## src/rtl/lsu_unit_if.sv

```systemverilog
// Execute-side request/writeback and data-memory bus bundle for lsu_unit; slave = the unit, master = its environment.
// misalign_err exists only when LSU_MISALIGN_TRAP_EN is defined.
interface lsu_unit_if #(
    parameter int XLEN  = 32,
    parameter int TAG_W = 5
);
    logic             req_valid;
    logic             req_ready;
    logic             req_is_store;
    logic [2:0]       req_funct3;
    logic [XLEN-1:0]  req_addr;
    logic [XLEN-1:0]  req_wdata;
    logic [TAG_W-1:0] req_rd;

    logic             done;
    logic             done_is_load;
    logic [TAG_W-1:0] done_rd;
    logic [XLEN-1:0]  done_data;

    logic             mem_req;
    logic             mem_we;
    logic [XLEN-1:0]  mem_addr;
    logic [XLEN-1:0]  mem_wdata;
    logic [3:0]       mem_wstrb;
    logic             mem_gnt;
    logic             mem_rvalid;
    logic [XLEN-1:0]  mem_rdata;
`ifdef LSU_MISALIGN_TRAP_EN
    logic             misalign_err;
`endif

    modport slave (
        input  req_valid, req_is_store, req_funct3, req_addr, req_wdata, req_rd,
        output req_ready,
        output done, done_is_load, done_rd, done_data,
        output mem_req, mem_we, mem_addr, mem_wdata, mem_wstrb,
        input  mem_gnt, mem_rvalid, mem_rdata
`ifdef LSU_MISALIGN_TRAP_EN
        , output misalign_err
`endif
    );

    modport master (
        output req_valid, req_is_store, req_funct3, req_addr, req_wdata, req_rd,
        input  req_ready,
        input  done, done_is_load, done_rd, done_data,
        input  mem_req, mem_we, mem_addr, mem_wdata, mem_wstrb,
        output mem_gnt, mem_rvalid, mem_rdata
`ifdef LSU_MISALIGN_TRAP_EN
        , input misalign_err
`endif
    );
endinterface

```

## src/rtl/lsu_unit.sv

```systemverilog
// Multi-cycle load/store unit: accept -> done in 2 cycles (store) / 3 cycles (load) minimum; req_ready low while busy, mem_req held until mem_gnt.
// LSU_MISALIGN_TRAP_EN: misaligned ops complete immediately with misalign_err instead of being forced onto an aligned lane.
module lsu_unit #(
    parameter int XLEN  = 32,
    parameter int TAG_W = 5
) (
    input  logic      clk,
    input  logic      rst,
    lsu_unit_if.slave bus
);

    localparam logic [1:0] ST_IDLE   = 2'd0;
    localparam logic [1:0] ST_REQ    = 2'd1;
    localparam logic [1:0] ST_WAIT_R = 2'd2;
    localparam logic [1:0] ST_DONE   = 2'd3;

    localparam logic [1:0] SZ_B = 2'd0;
    localparam logic [1:0] SZ_H = 2'd1;
    localparam logic [1:0] SZ_W = 2'd2;

    logic [1:0]       r_state;
    logic             r_is_store;
    logic [2:0]       r_funct3;
    logic [1:0]       r_off;
    logic [XLEN-1:0]  r_mem_addr;
    logic [XLEN-1:0]  r_mem_wdata;
    logic [3:0]       r_mem_wstrb;
    logic [XLEN-1:0]  r_done_data;
    logic [TAG_W-1:0] r_done_rd;
`ifdef LSU_MISALIGN_TRAP_EN
    logic             r_misalign;
    logic             w_misalign;
`endif

    logic [1:0]       w_off;
    logic [1:0]       w_size;
    logic [1:0]       w_eff_off;
    logic [3:0]       w_strb;
    logic [XLEN-1:0]  w_lanes;
    logic [XLEN-1:0]  w_shifted;
    logic [XLEN-1:0]  w_load_data;

    assign w_off = bus.req_addr[1:0];

    // Unsupported funct3 codes fall through to a word access.
    always_comb begin
        w_size = SZ_W;
        if (bus.req_is_store) begin
            case (bus.req_funct3)
                3'b000:  w_size = SZ_B;
                3'b001:  w_size = SZ_H;
                default: w_size = SZ_W;
            endcase
        end else begin
            case (bus.req_funct3)
                3'b000, 3'b100: w_size = SZ_B;
                3'b001, 3'b101: w_size = SZ_H;
                default:        w_size = SZ_W;
            endcase
        end
    end

    // Lane offset after forcing halves/words onto a naturally aligned lane.
    always_comb begin
        w_eff_off = 2'b00;
        w_strb    = 4'b1111;
        w_lanes   = bus.req_wdata;
        case (w_size)
            SZ_B: begin
                w_eff_off = w_off;
                w_strb    = 4'b0001 << w_off;
                w_lanes   = {(XLEN/8){bus.req_wdata[7:0]}};
            end
            SZ_H: begin
                w_eff_off = {w_off[1], 1'b0};
                w_strb    = 4'b0011 << {w_off[1], 1'b0};
                w_lanes   = {(XLEN/16){bus.req_wdata[15:0]}};
            end
            default: begin
                w_eff_off = 2'b00;
                w_strb    = 4'b1111;
                w_lanes   = bus.req_wdata;
            end
        endcase
    end

`ifdef LSU_MISALIGN_TRAP_EN
    assign w_misalign = ((w_size == SZ_H) && w_off[0]) ||
                        ((w_size == SZ_W) && (w_off != 2'b00));
`endif

    assign w_shifted = bus.mem_rdata >> {r_off, 3'b000};

    always_comb begin
        w_load_data = w_shifted;
        case (r_funct3)
            3'b000:  w_load_data = {{(XLEN-8){w_shifted[7]}}, w_shifted[7:0]};
            3'b100:  w_load_data = {{(XLEN-8){1'b0}}, w_shifted[7:0]};
            3'b001:  w_load_data = {{(XLEN-16){w_shifted[15]}}, w_shifted[15:0]};
            3'b101:  w_load_data = {{(XLEN-16){1'b0}}, w_shifted[15:0]};
            default: w_load_data = w_shifted;
        endcase
    end

    always_ff @(posedge clk or posedge rst) begin
        if (rst) begin
            r_state     <= ST_IDLE;
            r_is_store  <= 1'b0;
            r_funct3    <= 3'b000;
            r_off       <= 2'b00;
            r_mem_addr  <= '0;
            r_mem_wdata <= '0;
            r_mem_wstrb <= 4'b0000;
            r_done_data <= '0;
            r_done_rd   <= '0;
`ifdef LSU_MISALIGN_TRAP_EN
            r_misalign  <= 1'b0;
`endif
        end else begin
            case (r_state)
                ST_IDLE: begin
                    if (bus.req_valid) begin
                        r_is_store  <= bus.req_is_store;
                        r_funct3    <= bus.req_funct3;
                        r_off       <= w_eff_off;
                        r_mem_addr  <= {bus.req_addr[XLEN-1:2], 2'b00};
                        r_mem_wdata <= w_lanes;
                        r_mem_wstrb <= w_strb;
                        r_done_data <= '0;
                        r_done_rd   <= bus.req_rd;
`ifdef LSU_MISALIGN_TRAP_EN
                        r_misalign  <= w_misalign;
                        r_state     <= w_misalign ? ST_DONE : ST_REQ;
`else
                        r_state     <= ST_REQ;
`endif
                    end
                end
                // A simultaneous rvalid is deliberately ignored here: grant only.
                ST_REQ: begin
                    if (bus.mem_gnt) begin
                        r_state <= r_is_store ? ST_DONE : ST_WAIT_R;
                    end
                end
                ST_WAIT_R: begin
                    if (bus.mem_rvalid) begin
                        r_done_data <= w_load_data;
                        r_state     <= ST_DONE;
                    end
                end
                ST_DONE: begin
                    r_state <= ST_IDLE;
                end
                default: begin
                    r_state <= ST_IDLE;
                end
            endcase
        end
    end

    assign bus.req_ready = (r_state == ST_IDLE);
    assign bus.mem_req   = (r_state == ST_REQ);
    assign bus.mem_we    = (r_state == ST_REQ) && r_is_store;
    assign bus.mem_addr  = r_mem_addr;
    assign bus.mem_wdata = r_mem_wdata;
    assign bus.mem_wstrb = r_mem_wstrb;
    assign bus.done      = (r_state == ST_DONE);
    assign bus.done_rd   = r_done_rd;
    assign bus.done_data = r_done_data;
`ifdef LSU_MISALIGN_TRAP_EN
    assign bus.done_is_load = (r_state == ST_DONE) && !r_is_store && !r_misalign;
    assign bus.misalign_err = (r_state == ST_DONE) && r_misalign;
`else
    assign bus.done_is_load = (r_state == ST_DONE) && !r_is_store;
`endif

endmodule

```

## src/flat_wrapper.sv

```systemverilog
// flat-port wrapper written by rule: the top's interface ports become plain ports
module lsu_unit_flat 
#(
    parameter int XLEN  = 32,
    parameter int TAG_W = 5
)
  (clk, rst, bus_req_valid, bus_req_is_store, bus_req_funct3, bus_req_addr, bus_req_wdata, bus_req_rd, bus_req_ready, bus_done, bus_done_is_load, bus_done_rd, bus_done_data, bus_mem_req, bus_mem_we, bus_mem_addr, bus_mem_wdata, bus_mem_wstrb, bus_mem_gnt, bus_mem_rvalid, bus_mem_rdata);
  lsu_unit_if #(.XLEN(XLEN), .TAG_W(TAG_W)) bus_i ();
  input  logic clk;
  input  logic rst;
  input wire logic [$bits(bus_i.req_valid)-1:0] bus_req_valid;
  input wire logic [$bits(bus_i.req_is_store)-1:0] bus_req_is_store;
  input wire logic [$bits(bus_i.req_funct3)-1:0] bus_req_funct3;
  input wire logic [$bits(bus_i.req_addr)-1:0] bus_req_addr;
  input wire logic [$bits(bus_i.req_wdata)-1:0] bus_req_wdata;
  input wire logic [$bits(bus_i.req_rd)-1:0] bus_req_rd;
  output wire logic [$bits(bus_i.req_ready)-1:0] bus_req_ready;
  output wire logic [$bits(bus_i.done)-1:0] bus_done;
  output wire logic [$bits(bus_i.done_is_load)-1:0] bus_done_is_load;
  output wire logic [$bits(bus_i.done_rd)-1:0] bus_done_rd;
  output wire logic [$bits(bus_i.done_data)-1:0] bus_done_data;
  output wire logic [$bits(bus_i.mem_req)-1:0] bus_mem_req;
  output wire logic [$bits(bus_i.mem_we)-1:0] bus_mem_we;
  output wire logic [$bits(bus_i.mem_addr)-1:0] bus_mem_addr;
  output wire logic [$bits(bus_i.mem_wdata)-1:0] bus_mem_wdata;
  output wire logic [$bits(bus_i.mem_wstrb)-1:0] bus_mem_wstrb;
  input wire logic [$bits(bus_i.mem_gnt)-1:0] bus_mem_gnt;
  input wire logic [$bits(bus_i.mem_rvalid)-1:0] bus_mem_rvalid;
  input wire logic [$bits(bus_i.mem_rdata)-1:0] bus_mem_rdata;
  assign bus_i.req_valid = bus_req_valid;
  assign bus_i.req_is_store = bus_req_is_store;
  assign bus_i.req_funct3 = bus_req_funct3;
  assign bus_i.req_addr = bus_req_addr;
  assign bus_i.req_wdata = bus_req_wdata;
  assign bus_i.req_rd = bus_req_rd;
  assign bus_req_ready = bus_i.req_ready;
  assign bus_done = bus_i.done;
  assign bus_done_is_load = bus_i.done_is_load;
  assign bus_done_rd = bus_i.done_rd;
  assign bus_done_data = bus_i.done_data;
  assign bus_mem_req = bus_i.mem_req;
  assign bus_mem_we = bus_i.mem_we;
  assign bus_mem_addr = bus_i.mem_addr;
  assign bus_mem_wdata = bus_i.mem_wdata;
  assign bus_mem_wstrb = bus_i.mem_wstrb;
  assign bus_i.mem_gnt = bus_mem_gnt;
  assign bus_i.mem_rvalid = bus_mem_rvalid;
  assign bus_i.mem_rdata = bus_mem_rdata;
  lsu_unit #(.XLEN(XLEN), .TAG_W(TAG_W)) u_core (.clk(clk), .rst(rst), .bus(bus_i));
endmodule
```

## config.mk

```make
export PLATFORM = sky130hd
export DESIGN_NAME = lsu_unit_flat
export DESIGN_NICKNAME = d
export VERILOG_FILES = /design/src/rtl/lsu_unit_if.sv /design/src/rtl/lsu_unit.sv /design/src/flat_wrapper.sv
export SDC_FILE = /design/constraint.sdc
export NUM_CORES = 1
export LEC_CHECK = 0
export BUFFER_PORTS_ARGS = -buffer_cell sky130_fd_sc_hd__buf_2
export CAP_MARGIN = 25
export CORE_UTILIZATION = 40
export DETAILED_ROUTE_END_ITERATION = 8
export PLACE_DENSITY = 0.69
export SLEW_MARGIN = 10
export SYNTH_ARGS = -nofsm -noshare
export SYNTH_HDL_FRONTEND = slang
export SYNTH_SLANG_ARGS = --single-unit
```

## constraint.sdc

```tcl
create_clock -name clk -period 5.9 [get_ports clk]
set_input_delay 0.295 -clock clk [delete_from_list [all_inputs] [get_ports clk]]
set_output_delay 0.295 -clock clk [all_outputs]
set_load 0.005 [all_outputs]
```

==> summary.md <==
| Metric | Value |
|---|---|
| Status | `complete, no violations` |
| Met1 wire length | `6.09 mm` |
| GP Congestion | `0.831` |
| Die Span X | `115 um` |
| Seq/Total Area, Yosys | `0.546` |
| Largest net degree at the start of global routing | `98` |
| Hpwl dp | `9.94 mm` |
| PwrDens | `461 nW/um^2` |
| CTS Buf Count | `9` |
| WP data arrival | `2.77 ns` |
| Final worst slack | `3.35 ns` |
| Clock group share of total power | `0.189` |
| Max-cap violations | `0` |
| Root Buffer | `clkbuf_16` |
| Seq cells post-synth | `111` |
| Top sig layer | `met4` |
| Commonest non-fill, non-tap cell in the layout | `buf_2` |
| Flop pwr share | `0.412` |
| # fillers | `1141` |
| Clock slew at reported path FFs | `0.08 ns` |
| Gr usage total | `0.208` |
| Fin. Hold Viols | `0` |
| IO Count | `220` |
| Hold_sp | `bus_req_addr[28]` |
| Reg2Reg Setup Slack | `3.35 ns` |
| DRT iter0 DRCs | `306` |
| Psw | `1.15 mW` |
| Distinct cell type count after synthesis | `38` |
| Area grow syn2layout | `30.4%` |
| Logic pwr share | `0.399` |
| First-pass GRT wire length | `21.2 mm` |
| WP data required | `6.12 ns` |
| DRC Markers | `0` |
| Fin crit share | `0.432` |
| CP Class | `flip-flop to flip-flop` |
| Layout net count | `837` |
| RSZ-0062 raised after global routing | `false` |
| Synth Instances | `523` |
| Mapped Area | `5080 sq um` |
| Max Clock Freq | `0.393 GHz` |
| Place WS | `3.40 ns` |
| Grt total ovfl | `0` |
| Antenna violations before repair | `0` |
| PostCTS Resize Cnt | `0` |
| Share of post-route cells with drive strength above 1 | `0.354` |
| Slew Limit Fails | `0` |
| Switching share of total power | `0.377` |
| Final wirelength | `13.5 mm` |
| Startpoint Class | `flip-flop` |
| Post-synth EDFFs | `0` |
| Hold bufs inserted after CTS | `1` |
| Slew @ Worst Pin | `0.950 ns` |
| Vias in the first global route | `4025` |
| CTS H-Tree Depth | `3` |
| Minimum clock period | `2.55 ns` |
| Via/cell ratio | `4.94` |
| Tot Pwr | `3.06 mW` |
| P_int | `1.90 mW` |
| Async SR Flop Fraction | `1.00` |
| Most frequent cells in the layout | `buf_2, nand2_1, dfrtp_1` |
| WL/cell | `15.1 um` |
| Post-CTS setup buffer count | `0` |
| Met3 wire length | `772 um` |
| R2r startpoint | `u_core.r_state[0]` |
| Antenna Cells | `0` |
| ANT nets after route | `0` |
| Peak supply drop | `0.226 mV` |
| Port Buf Inserts | `217` |
| Die area | `13200 sq um` |
| Met2 WL | `6.42 mm` |
| Max_slew headroom | `0.367` |
| Drt pass-1 iters | `4` |
| Crit path from | `u_core.r_state[0]` |
| Final setup fails | `0` |
| Clock Skews | `0.00570 ns` |
| Critical Path Fanout Max | `17` |
| Synthesized area per cell | `9.72 sq um` |
| Setup total negative slack | `0 ns` |
| Layout Utilization | `0.543` |
| Synth warnings | `0` |
| Via count | `4425` |
| Dominant synthesized flop cell | `dfrtp_1` |
| Worst min-delay path class | `input pin to flip-flop` |
| CTS Sinks | `111` |
| LEAKAGE | `3.54 nW` |
| Core Box Area | `12200 sq um` |
| Starting Density | `0.416` |
| Chip height | `115 um` |
| CP Capture Type | `flip-flop` |
| Clock Tree Buf Depth | `2` |
| TritonCTS clock tree | `yes` |
| FP Rows | `40` |
| Skew-Pair Late Insertion Delay | `0.34 ns` |
## worst paths after layout
path,end,cells past startpoint
worst min-delay path,u_core.bus.mem_addr[28],3
max in group asynchronous,u_core.bus.done_data[16],5
worst max register to register,u_core.bus.done_data[22],6
worst min register to register,u_core.bus.mem_addr[30],2
min in group asynchronous,u_core.bus.mem_addr[12],3
worst max-delay path,u_core.bus.done_data[22],6
## cell type report
type / count / area [sq um] / area share
Sequential cell: 111 / 2780 / 0.419
Clock buffer: 9 / 225 / 0.0340
Clock inverter: 7 / 57.6 / 0.00868
Multi-Input combinational cell: 371 / 2150 / 0.324
Tap cell: 168 / 210 / 0.0317
Inverter: 5 / 21.3 / 0.00321
Timing Repair Buffer: 225 / 1190 / 0.179
## flip-flops by register name, summed over array words and instances, names as in the netlist
register / cells
u_core.bus.done_data: 32
u_core.bus.done_rd: 5
u_core.bus.mem_addr: 30
u_core.bus.mem_wdata: 32
u_core.bus.mem_wstrb: 4
u_core.r_funct3: 3
u_core.r_is_store: 1
u_core.r_off: 2
u_core.r_state: 2
## cells in the mapped netlist, drive strengths merged, types with 3 or more instances
cell	n	area, sq um
ha	4	50.1
o21ai	42	210
mux2	9	101
buf	10	56.3
nor2	13	48.8
mux2i	39	390
dfrtp	111	2780
nand2	179	672
a31oi	3	18.8
a21oi	17	85.1
clkbuf	27	103
o2bb2ai	15	131
nand3b	8	60.1
inv	5	18.8
nor2b	4	25.0
a221o	17	170
## logic make-up (layout without fill, tap and decap cells)
logic type / Yosys count / count (layout) / share of synthesized area
AND/OR/NAND/NOR: 215 / 215 / 0.175
flip-flops: 111 / 111 / 0.546
other: 1 / 2 / 0.000737
buffers and inverters: 42 / 246 / 0.0349
multiplexers: 49 / 49 / 0.101
adder cells (fa/ha/maj): 4 / 4 / 0.00984
AO/OA/AOI/OAI: 101 / 101 / 0.132
## critical path, stage by stage, from the launching register on
cell	delay, ns
dfrtp_1	0.43
inv_1	0.11
ha_1	0.34
nor2b_1	0.33
or2_1	0.54
nor2_1	0.28
a221o_1	0.38
## through the flow
step | cells | instance area [sq um] | hold slack [ns]
floorplan | 524 | 5090 | 0.400
global placement | 875 | 6270 | 0.335
detailed placement | 876 | 6280 | 0.353
CTS | 893 | 6580 | 0.130
global route | 896 | 6630 | 0.136
finish | 896 | 6630 | 0.141
## power groups by stage
stage	combinational, mW	clock [mW]	sequential, mW
after floorplan	0.715	0	1.25
after global placement	1.16	0	1.25
after detailed placement	1.22	0	1.26
after CTS	1.22	0.590	1.26
after global routing	1.37	0.627	1.30
final	1.22	0.578	1.26
## layer usage
layer	up-vias	global-route usage
met3	16	0.0295
met2	150	0.328
li1	2168	-
met1	2091	0.293
met5	-	0
met4	0	0.0727
Power figures use the tool's default switching activity.
